--- config.mk ---
export PLATFORM = sky130hd
export DESIGN_NAME = sfifo_rr_ctrl
export DESIGN_NICKNAME = d
export VERILOG_FILES = /design/src/rtl/sfifo_rr_ctrl.sv
export SDC_FILE = /design/constraint.sdc
export NUM_CORES = 1
export LEC_CHECK = 0
export ABC_AREA = 1
export CAP_MARGIN = 20
export CORE_UTILIZATION = 40
export DETAILED_ROUTE_END_ITERATION = 10
export PLACE_DENSITY = 0.81
export REMOVE_ABC_BUFFERS = 1
export SLEW_MARGIN = 20
export SYNTH_ARGS = -nofsm -noshare
export SYNTH_HDL_FRONTEND = slang
export SYNTH_SLANG_ARGS = --single-unit
--- constraint.sdc ---
create_clock -name CLK -period 2.9 [get_ports CLK]
set_input_delay 0.435 -clock CLK [delete_from_list [all_inputs] [get_ports CLK]]
set_output_delay 0.435 -clock CLK [all_outputs]
set_load 0.01 [all_outputs]
--- src/rtl/sfifo_rr_ctrl.sv ---
// Round-robin write arbiter and valid/ready read sequencer in front of a
// 16x8 synchronous FIFO, with a shadow occupancy count and consistency flag.
module sfifo_rr_ctrl #(
    parameter int NREQ  = 4,
    parameter int DEPTH = 16
) (
    input  logic              CLK,
    input  logic              RSTn,
    input  logic [NREQ-1:0]   req,
    input  logic [8*NREQ-1:0] req_data,
    output logic [NREQ-1:0]   gnt,
    output logic              fifo_write,
    output logic [7:0]        fifo_iData,
    output logic              fifo_read,
    input  logic [7:0]        fifo_oData,
    input  logic              fifo_empty,
    output logic              out_valid,
    output logic [7:0]        out_data,
    input  logic              out_ready,
    output logic [4:0]        level,
    output logic              err
);

    localparam int PW = $clog2(NREQ);
    localparam logic [4:0] FULL = 5'(DEPTH);

    logic [PW-1:0] rr_ptr;
    logic          rd_pend;
    logic [PW-1:0] gidx;
    logic [PW-1:0] idx;
    logic          found;

    // Search starts just after the last winner; k == NREQ wraps back to rr_ptr.
    always_comb begin
        found = 1'b0;
        gidx  = '0;
        idx   = '0;
        for (int k = 1; k <= NREQ; k++) begin
            idx = rr_ptr + PW'(k);
            if (!found && req[idx]) begin
                found = 1'b1;
                gidx  = idx;
            end
        end
        if (!RSTn || level == FULL)
            found = 1'b0;
    end

    always_comb begin
        gnt = '0;
        for (int i = 0; i < NREQ; i++)
            gnt[i] = found && (gidx == PW'(i));
    end

    assign fifo_write = found;
    assign fifo_iData = found ? req_data[gidx*8 +: 8] : 8'h00;
    assign fifo_read  = RSTn && (level != 5'd0) && !rd_pend && (!out_valid || out_ready);

    always_ff @(posedge CLK or negedge RSTn) begin
        if (!RSTn) begin
            level     <= '0;
            rr_ptr    <= PW'(NREQ - 1);
            rd_pend   <= 1'b0;
            out_valid <= 1'b0;
            out_data  <= 8'h00;
            err       <= 1'b0;
        end else begin
            level   <= level + 5'(fifo_write) - 5'(fifo_read);
            rd_pend <= fifo_read;
            if (fifo_write)
                rr_ptr <= gidx;
            // A read is only issued when the output register is free or draining.
            if (rd_pend) begin
                out_data  <= fifo_oData;
                out_valid <= 1'b1;
            end else if (out_valid && out_ready) begin
                out_valid <= 1'b0;
            end
            if (!rd_pend && ((level == 5'd0) != fifo_empty))
                err <= 1'b1;
        end
    end

endmodule

[Yosys cells after proc, flatten, opt, wreduce, memory -nomap -nowiden]
Index checks and enable logic that the tools add are counted.
Storage, ports and cells
  register bits: 18
  bits of input ports: 48
  output and inout bits: 29
  word-level logic and storage cells: 65
Operators by class
  $add $sub $neg: 5
  $lt $le $gt $ge: 4
  equality and inequality tests: 5
  shift operators: 1
  mux-type cells: 20
  reduce and logical (&&, ||, !) cells: 24
Operators with widths (number)
  32-bit by 6-bit variable part select with 8-bit output: 1
  1-bit logical AND: 12
  2-bit by 3-bit < comparator with 1-bit output (second input constant): 4
  1-bit 2-to-1 mux: 11
  1-bit binary-select mux with 2-bit select: 4
  2-bit 2-to-1 mux: 4
  8-bit 2-to-1 mux: 1
  1-bit zero test: 6
  5-bit by 1-bit adder with 5-bit output: 1
  5-bit equality test (second input constant): 1
  5-bit zero test: 1
  5-bit nonzero test: 1
  5-bit by 1-bit subtractor with 5-bit output: 1
  2-bit adder (second input constant): 2
  2-bit equality test (second input constant): 2
  2-bit by 1-bit adder with 2-bit output (second input constant): 1
  2-bit by 1-bit equality test with 1-bit output (second input constant): 1
  2-bit zero test: 1
  1-bit logical OR: 2
  2-bit nonzero test: 1
  1-bit inequality test: 1

[Logic depth before layout (Yosys ltp)]
  depth in word-level cells: 16
  gate-level depth with buffers: 16
  gate-level depth less buffers: 15

[Worst setup path after synthesis]
OpenSTA, ideal clock, no wires.
  path type: register to register
  start point: reg rr_ptr[0]
  end point: reg level[4]
  setup time: 79 ps
  arrival time: 2527 ps
  required time: 2821 ps
  path slack: 294 ps
  cell stages (with the launch flop): 17
  path buffers: 1
  period minus slack after synthesis: 2606 ps
  cells stage by stage: dfstp_2 -> buf_6 -> inv_4 -> nand2_1 -> nand2_2 -> nand2_1 -> nand2_2 -> nor2_4 -> nand3_4 -> nand3_2 -> inv_1 -> ha_1 -> fa_1 -> a21oi_1 -> nor2_1 -> nor2_1 -> xor2_1
Between the ends
  longest elaborated chain between the ends: 16
  elaborated cells on any way between the ends: 24
  classes of those cells: add/sub (5); mux (13); reduce/logical (6)
Ends and longest elaborated chain
  start, declared: line 27  | logic [PW-1:0] rr_ptr;
  start signal, assigned: line 62  | rr_ptr <= PW'(NREQ - 1);
  start signal, assigned: line 71  | rr_ptr <= gidx;
  2-bit by 1-bit adder with 2-bit output: line 39  | idx = rr_ptr + PW'(k);
  1-bit binary-select mux with 2-bit select: line 40  | if (!found && req[idx]) begin
  1-bit 2-to-1 mux (implied by the code): line 40
  1-bit 2-to-1 mux: line 40
  1-bit zero test: line 40
  1-bit logical AND: line 40
  1-bit 2-to-1 mux: line 40
  1-bit zero test: line 40
  1-bit logical AND: line 40
  1-bit 2-to-1 mux: line 40
  1-bit zero test: line 40
  1-bit logical AND: line 40
  1-bit 2-to-1 mux (*): line 40
  1-bit 2-to-1 mux (*): line 45  | if (!RSTn || level == FULL)
  named net fifo_write: line 12  | output logic fifo_write,
  5-bit by 1-bit adder with 5-bit output (*): line 68  | level <= level + 5'(fifo_write) - 5'(fifo_read);
  5-bit by 1-bit subtractor with 5-bit output (*): line 68
  end signal, assigned: line 68
  end, declared: line 20  | output logic [4:0] level,
The timed path passes the listed nets; every way through them passes the cells marked *. The select of a mux whose other input is x is not followed.
A chain may end at the register's enable or synchronous reset.

[Worst setup path after layout]
  start point: reg rr_ptr[0]
  end point: out gnt[0]
Between the ends
  longest elaborated chain between the ends: 15
  elaborated cells on any way between the ends: 28
  classes of those cells: add/sub (3); mux (17); reduce/logical (8)
Ends and longest elaborated chain
  2-bit by 1-bit adder with 2-bit output: line 39
  1-bit binary-select mux with 2-bit select: line 40
  1-bit 2-to-1 mux (implied by the code): line 40
  1-bit 2-to-1 mux: line 40
  1-bit zero test: line 40
  1-bit logical AND: line 40
  1-bit 2-to-1 mux: line 40
  1-bit zero test: line 40
  1-bit logical AND: line 40
  1-bit 2-to-1 mux: line 40
  1-bit zero test: line 40
  1-bit logical AND: line 40
  1-bit 2-to-1 mux or 2-bit 2-to-1 mux (tied branches): line 40
  1-bit 2-to-1 mux or 2-bit zero test (tied branches): line 45, 52
  1-bit logical AND (*): line 52  | gnt[i] = found && (gidx == PW'(i));
  end, declared: line 11  | output logic [NREQ-1:0] gnt,
Mark *: on every way between the ends. The rest lies on a longest branch, timed or not. The select of a mux whose other input is x is not followed.

==> flow_summary_export.csv <==
group,metric,value,unit
finish,nets,375,
finish,antenna_cells,0,
synthesis,ys.flop_type,"dfrtp_1",
power,p_clk_frac,0.057,
finish,fill_cells,284,
route,drt-total-wl,4390,um
power,switching_share,0.491,
finish,final_cell_mix,"nand2_1, clkdlybuf4s50_1, buf_4",
synthesis,synth_top_area_share,0.269,
power,p_leak,0.00127,uW
finish,syn_to_final_growth,66.3,%
route,dr.pass1.iters,4,
timing,fin_ws,0.154,ns
floorplanning,rows,21,
power,seq_power_share,0.150,
timing,worst_slew_pin_slew,0.294,ns
cts,cts_tree,"yes",
place,dp_hpwl,3500,um
route,drtIter0Drc,94,
cts,clk_latency,0.25,ns
setup_path,cp-end-kind,"output pin",
synthesis,syn_avg_cell_area,6.65,sq um
cts,clk_pin_slew,0.07,ns
synthesis,synth_warnings,0,
setup_path,cp_data_arrival_time,2.31,ns
cts,numCtsBuffers,3,
route,wl_per_cell,12.0,um
cts,max-clock-path-buffers,2,
cts,root_buffer,"clkbuf_8",
power,powerDensity,1260,mW/mm^2
power,power,3120,uW
global_routing,antenna_found_initial,0,
synthesis,postSynthCellCount,224,
synthesis,syn-cell-area,0.00149,sq mm
floorplanning,start_util,0.433,
run_status,status,"complete, no violations",
power,p_comb_frac,0.793,
synthesis,synth.distinct_cells,29,
global_routing,grt_pass1_wl,7140,um
global_routing,grt_max_degree,18,
timing,period_needed,2.75,ns
route,drc,0,
global_routing,grt-ovfl-total,0,
route,vias_per_cell,4.90,
timing,hold_slack,0.410,ns
synthesis,ys_seq_area_frac,0.304,
timing,fin_crit_sh,0.947,
power,max-vdd-ir-drop,0.769,mV
route,dr_total_vias,1788,
setup_path,path_class,"flip-flop to output pin",
route,ant_nets,0,
place,place.gp.congestion,0.805,
hold_path,hold_path_class,"input port to async pin",
power,p_int,1590,uW
timing,slew_headroom,0.802,
floorplanning,die_x,63.0,um
timing,tns,0,ns
setup_path,worst-path-max-fanout,7,
timing,finClkSkew,0.00318,ns
finish,drive_gt1_frac,0.176,
synthesis,yosys-top-cells-area,"dfrtp_1, nand2_1, nand4_1",
floorplanning,ios,77,
power,netSwitchingPower,1530,uW
cts,h-tree-depth,1,
cts,cts.sinks,18,
run,cap_violations,0,
timing,slew_violations,0,
setup_path,cp.required,2.47,ns
synthesis,async_reset_ff_frac,1.00,
place,io_buffers,76,
floorplanning,core,0.00344,sq mm
global_routing,grt_pass1_vias,1679,
synthesis,yosysTopAreaCell,"dfrtp_1",
cts,holdBufCountCts,0,
timing,fmax,0.364,GHz
floorplanning,die_area,0.00397,sq mm
setup_path,critPathLaunchType,"flip-flop",
place,place_ws,-0.146,ns
timing,hold_viol_final,0,
synthesis,synth_edf_count,0,
floorplanning,die_y,63.0,um
timing,finalSetupViolations,0,
synthesis,synth_seq_cells,18,
global_routing,grt.total_usage,0.226,
finish,final_common_cell,"nand2_1",
[cell usage after synthesis (2+ instances only)]
cell type / number
nand2_1: 105
nand4_1: 18
inv_1: 17
dfrtp_1: 16
a21oi_1: 10
nand3_1: 7
ha_1: 6
nand2_2: 5
nor2_1: 5
xor2_1: 4
buf_2: 3
inv_2: 3
o21ai_0: 3
buf_4: 2
buf_6: 2
clkinv_1: 2
dfstp_2: 2
nand3_2: 2
nand3_4: 2
[worst max-delay path, stage by stage (launching register included)]
cell	delay (ns)
dfstp_2	0.61
buf_4	0.14
nand2_1	0.04
nand2_1	0.10
nand2_2	0.07
nand2_2	0.09
inv_2	0.06
nand3_1	0.07
nand3_1	0.08
inv_1	0.07
nand2_2	0.09
buf_4	0.18
nor3_1	0.12
dlygate4sd2_1	0.32
[timing repair]
| action | CTS | global route |
|---|---|---|
| gates resized for setup | 16 | 20 |
| setup endpoints to repair | 12 | 14 |
| setup buffers | 4 | 4 |
| pin swaps | 1 | 1 |
[area by class of cell]
cell class | instances | area, sq um | share of cell area
Clock buffer | 4 | 45.0 | 0.0182
Inverter | 23 | 93.8 | 0.0379
Multi-Input combinational cell | 175 | 908 | 0.366
Tap cell | 46 | 57.6 | 0.0232
Sequential cell | 18 | 453 | 0.183
Timing Repair Buffer | 99 | 921 | 0.372
[per-stage QoR]
stage	util	instance area, sq um	std cells
floorplan	-	1430	216
global placement	0.694	2390	353
detailed placement	0.694	2390	353
CTS	0.714	2460	361
global route	0.720	2480	365
finish	0.720	2480	365
[logic make-up after synthesis]
kind of cell,synth area share
adder cells (fa/ha/maj),0.0638
XOR/XNOR,0.0235
buffers and inverters,0.0974
AO/OA/AOI/OAI,0.0529
AND/OR/NAND/NOR,0.458
flip-flops,0.304
[path summary, 6_finish.rpt]
kind,start,cells after the start,end,slack [ns]
max in group asynchronous,RSTn,2,rr_ptr[1]$_DFFE_PN1P_,1.92
max reg2reg,rr_ptr[0]$_DFFE_PN1P_,15,level[4]$_DFF_PN0_,0.23
min,RSTn,1,level[1]$_DFF_PN0_,0.41
max,rr_ptr[0]$_DFFE_PN1P_,13,gnt[0],0.15
min in group CLK,out_data[0]$_DFFE_PN0P_,2,out_data[0]$_DFFE_PN0P_,0.47
min reg2reg,out_data[0]$_DFFE_PN0P_,2,out_data[0]$_DFFE_PN0P_,0.47
[state kept, by name, summed over array words and instances (netlist names)]
| signal | cells |
|---|---|
| err | 1 |
| level | 5 |
| rd_pend | 1 |
| rr_ptr | 2 |
| out_valid | 1 |
| out_data | 8 |
[power groups by stage]
stage | Clock, uW | Combinational (uW) | Sequential (uW)
3_5_place_dp | 0 | 2400 | 484
5_1_grt | 195 | 2750 | 483
3_3_place_gp | 0 | 2360 | 481
2_1_floorplan | 0 | 1340 | 504
6_report | 178 | 2470 | 468
4_1_cts | 181 | 2410 | 477
[metal layers]
metal  wire length (um)  up-vias  global-route usage
met5                  0        -                   0
met2               2260       43               0.386
li1                   -      914                   -
met3                189        6              0.0547
met4                 61        0              0.0552
met1               1880      825               0.282
Power figures use the tool's default switching activity.
==> RTL edit 1, RTL diff (same flow settings) <==
Reset style: synchronous (`RSTn`), changed in one clocked block.
--- a/src/rtl/sfifo_rr_ctrl.sv
+++ b/src/rtl/sfifo_rr_ctrl.sv
@@ -56,7 +56,7 @@
     assign fifo_iData = found ? req_data[gidx*8 +: 8] : 8'h00;
     assign fifo_read  = RSTn && (level != 5'd0) && !rd_pend && (!out_valid || out_ready);
 
-    always_ff @(posedge CLK or negedge RSTn) begin
+    always_ff @(posedge CLK) begin
         if (!RSTn) begin
             level     <= '0;
             rr_ptr    <= PW'(NREQ - 1);
Formal check against the unedited RTL: differs if RSTn is asserted again (counterexample within 4 cycles, from zero or initial values and one cycle with RSTn low); with RSTn held inactive, the same outputs for 10 cycles.
==> RTL edit 1 against the original RTL <==
Design area decreased by 5.6%; sequential share of layout area shrank 2.8 points; power decreased by 3.2%; area after synthesis decreased by 3.4%; register-to-register slack improved by 0.12 ns; die area decreased by 3.3%; core utilization fell by 2.9 points; wire length shrank 6.6%; clock power down 12%; sequential cell count unchanged; worst setup slack worse by 0.040 ns; critical endpoint is now fifo_iData[0].
==> RTL edit 1: results (changes against the original RTL) <==
routability cong.=0.8230 (+2.2%); fraction of final layout cells with drive strength greater than 1=0.1371 (-0.03848); Netlist cell types=28 (-3.4%); Vias/cell=4.747 (-3.1%); min-delay src=err; first-pass GRT wire length=6.009 mm (-16%); largest registers=out_data: 8 flops, level: 5 flops, rr_ptr: 2 flops; number of DRC violations after detailed-routing iteration 0=75 (-20%); net count reported at finish=377 (+0.53%); run status=finished, final reports clean; transition time of the tightest slew-check pin=0.2968 ns (+0.002792 ns); # H-tree levels=1 (unchanged); number of antenna cells inserted=0 (unchanged); list of most frequent post-synthesis cells=88 x sky130_fd_sc_hd__nand2_1, 26 x sky130_fd_sc_hd__nor2_1, 24 x sky130_fd_sc_hd__nand3_1; category of cells accounting for the largest share of critical-path delay=buffers and inverters; clock buffers created by TritonCTS=3 (unchanged); root cell of the clock tree=sky130_fd_sc_hd__clkbuf_4; number of cells on the worst reg-to-reg path=17 (+2); vias in the first global route=1,425 (-15%); Crit path arrival time=2.35 ns (+0.04 ns); critical path startpoint=req[2]; pin count of the biggest net entering global routing=18 (unchanged); total wire length after detailed routing=4.102 mm (-6.6%); largest fanout on the critical path=11 (+4); clock-pin slew reported for the worst setup and hold paths after clock tree synthesis=0.10 ns (+0.03 ns); CP max stage delay=0.42 ns (-0.19 ns); DP HPWL=3.195 mm (-8.8%); worst min path class=reg -> reg; slowest cell on the critical path=sky130_fd_sc_hd__clkdlybuf4s50_1; clock insertion delay at the later pin of the skew report=0.29 ns (+0.04 ns); Tot GR Track Use=0.2053 (-0.02047); standby leakage power=1.156 nW (-8.8%); number of port buffers=76 (unchanged); dominant cells by area after synthesis=sky130_fd_sc_hd__dfxtp_1 25%, sky130_fd_sc_hd__nand2_1 23%, sky130_fd_sc_hd__nand3_1 8.3%, sky130_fd_sc_hd__nor2_1 6.8%, sky130_fd_sc_hd__ha_1 5.2%; initial antenna violation count=0 (unchanged); Fin Clk Skew=0.004046 ns (+0.0008655 ns); buffer levels on the longest clock path=2 (unchanged); Seq/Total Area, Yosys=0.2504 (-0.05351); ys async rst share=0 (-1.000); Yosys warnings=0 (unchanged); maximum ir drop on the vdd rail=624.3 uV (-19%); count of fill cells added during filler insertion=292 (+2.8%); number of cells on the worst hold path=2; reg-to-reg startpoint=rr_ptr[0]; total iterations of the first detailed-routing run=4 (unchanged)
[RTL edit 1: changes by cell type after synthesis, moves of 3 or more]
cell                      unedited run  this run
sky130_fd_sc_hd__nor2_1              5        26
sky130_fd_sc_hd__dfxtp_1             0        18
sky130_fd_sc_hd__nand2_1           105        88
sky130_fd_sc_hd__nand3_1             7        24
sky130_fd_sc_hd__nand4_1            18         1
sky130_fd_sc_hd__dfrtp_1            16         0
sky130_fd_sc_hd__o21ai_0             3        13
sky130_fd_sc_hd__a21oi_1            10        13
sky130_fd_sc_hd__buf_2               3         0
sky130_fd_sc_hd__xor2_1              4         1
[RTL edit 1: cell type report]
class                   count  share of cell area
clock buffers               4             0.01550
repair buffers             91              0.3704
well taps                  46             0.02459
flip-flops and latches     18              0.1545
multi-input cells         186              0.3950
inverters                  22             0.04009
[RTL edit 1: metrics by stage]
step             util  setup WS [ns]  hold WS (ns)  setup TNS (ns)  cells
6_report       0.6907         0.1148        0.4614               0    367
5_1_grt        0.6907       -0.05383        0.4949        -0.05383    367
4_1_cts        0.6896        0.09342        0.4689               0    365
3_5_place_dp   0.6807        -0.2093        0.4537          -1.996    361
3_3_place_gp   0.6807        -0.1532        0.4413          -1.370    361
2_1_floorplan       -         0.2167        0.4732               0    226
[RTL edit 1: cells by family after synthesis]
family / count (synthesis) / share of synthesized area
and+or+nand+nor: 148 / 0.4383
AOI/OAI and AO/OA: 30 / 0.1174
buffers and inverters: 30 / 0.1217
DFF: 18 / 0.2504
adders and majority gates: 7 / 0.06609
xor gates and xnor gates: 1 / 0.006088
[RTL edit 1: routing by layer]
metal / vias to the layer above / global-route usage / part of all wire
li1: 918 / - / -
met1: 786 / 0.2610 / 0.45
met2: 34 / 0.3678 / 0.51
met3: 4 / 0.01863 / 0.029
met4: 0 / 0.05714 / 0.0071
met5: - / 0 / 0
[RTL edit 1: worst paths after layout]
check	end	slack [ns]
setup / recovery	fifo_iData[0]	0.11
hold / removal	err	0.46
setup reg to reg	level[4]	0.35
hold reg to reg	err	0.46
[RTL edit 1: power breakdown]
| part | total (W) | switching [W] | internal (W) |
|---|---|---|---|
| logic | 0.00243 | 0.00137 | 0.00106 |
| registers | 0.000427 | 0.0000821 | 0.000345 |
| clock network | 0.000157 | 0.0000805 | 0.0000765 |
| total | 0.00302 | 0.00153 | 0.00148 |
[RTL edit 1: worst min-delay path: stages (launching register included)]
cell and delay (ns):
sky130_fd_sc_hd__dfxtp_1 0.33, sky130_fd_sc_hd__inv_1 0.05, sky130_fd_sc_hd__a21oi_1 0.05
[RTL edit 1: what timing repair did]
| action | CTS | global route |
|---|---|---|
| pin swaps | 1 | 1 |
| resized for setup | 13 | 22 |
| setup buffers | 0 | 2 |
| endpoints found under the setup margin | 12 | 11 |
==> RTL edit 2, RTL diff (same flow settings) <==
Without the edit above. `NREQ`: 4 -> 2.
--- a/src/rtl/sfifo_rr_ctrl.sv
+++ b/src/rtl/sfifo_rr_ctrl.sv
@@ -1,7 +1,7 @@
 // Round-robin write arbiter and valid/ready read sequencer in front of a
 // 16x8 synchronous FIFO, with a shadow occupancy count and consistency flag.
 module sfifo_rr_ctrl #(
-    parameter int NREQ  = 4,
+    parameter int NREQ  = 2,
     parameter int DEPTH = 16
 ) (
     input  logic              CLK,
Interface: changed (resized gnt, req and req_data); port bits go from 77 to 57. No check against the original RTL was run, so the function may have changed too.
==> RTL edit 2 against the original RTL <==
Sequential cell count shrank 1; combinational power fell by 71%; worst setup slack better by 0.11 ns; highest routed layer unchanged; non-clock buffer count down 42; wire length decreased by 44%; cell count down 42%; area after synthesis decreased by 32%; design area shrank 35%; maximum frequency increased by 4.0%; critical path type is now in -> out; critical endpoint is now fifo_iData[7]; largest power group unchanged; power fell by 60%; sequential power fell by 10%; die area decreased by 31%.
==> RTL edit 2: results (changes against the original RTL) <==
run status=finished, final reports clean; pin count of the biggest net entering global routing=15 (-3); first-pass GRT wire length=3.946 mm (-45%); Fin Clk Skew=0.01120 ns (+0.008023 ns); post-layout utilization of the core=0.7010 (-0.01912); count of instances resized after the clock tree is built=0 (-16); Seq group=0.000421 W (-10%); Tot GR Track Use=0.1950 (-0.03077); met2 usage=0.3483 (-0.03746); final-layout clock-cell area share=0.01709 (-0.001079); final worst hold slack=0.3706 ns (-0.03933 ns); Netlist cell types=24 (-17%); slowest cell on the critical path=sky130_fd_sc_hd__clkdlybuf4s50_1; adder and majority cell fraction of the synthesized area=0.09441 (+0.03060); area share of xor/xnor cells in the synthesized design=0.01739 (-0.006118); root cell of the clock tree=sky130_fd_sc_hd__clkbuf_4; crit path to=fifo_iData[7]; layout buffering overhead excluding clock cells=0.3528 (-0.01877); non-clock inverter total of the final layout=17 (-26%); Signal buffers=57 (-42%); Global Route met3 Usage=0.03188 (-0.02286); maximum ir drop on the vdd rail=681.2 uV (-11%); routability cong.=0.7774 (-3.4%); clock insertion delay at the later pin of the skew report=0.28 ns (+0.03 ns); number of DRC violations after detailed-routing iteration 0=20 (-79%); vias in the first global route=979 (-42%); multi-input combinational cell count=88 (-50%); Slew Limit Headroom=0.7719 (-0.03049)
RTL edit 2: cell count changes in the layout (fill, tap and decap cells not counted), moves of 4 or more:
| cell | delta |
|---|---|
| sky130_fd_sc_hd__a21oi_1 | -7 |
| sky130_fd_sc_hd__a21oi_2 | +7 |
| sky130_fd_sc_hd__buf_4 | -18 |
| sky130_fd_sc_hd__clkbuf_2 | -8 |
| sky130_fd_sc_hd__clkdlybuf4s50_1 | -8 |
| sky130_fd_sc_hd__dlygate4sd2_1 | -4 |
| sky130_fd_sc_hd__nand2_1 | -56 |
| sky130_fd_sc_hd__nand2_2 | -4 |
| sky130_fd_sc_hd__nand4_1 | -17 |
RTL edit 2: critical path, delay by kind of cell:
kind	cells	cell delay (ns)
buffers and inverters	3	1.25
and+or+nand+nor	2	0.33
AOI/OAI and AO/OA	1	0.19
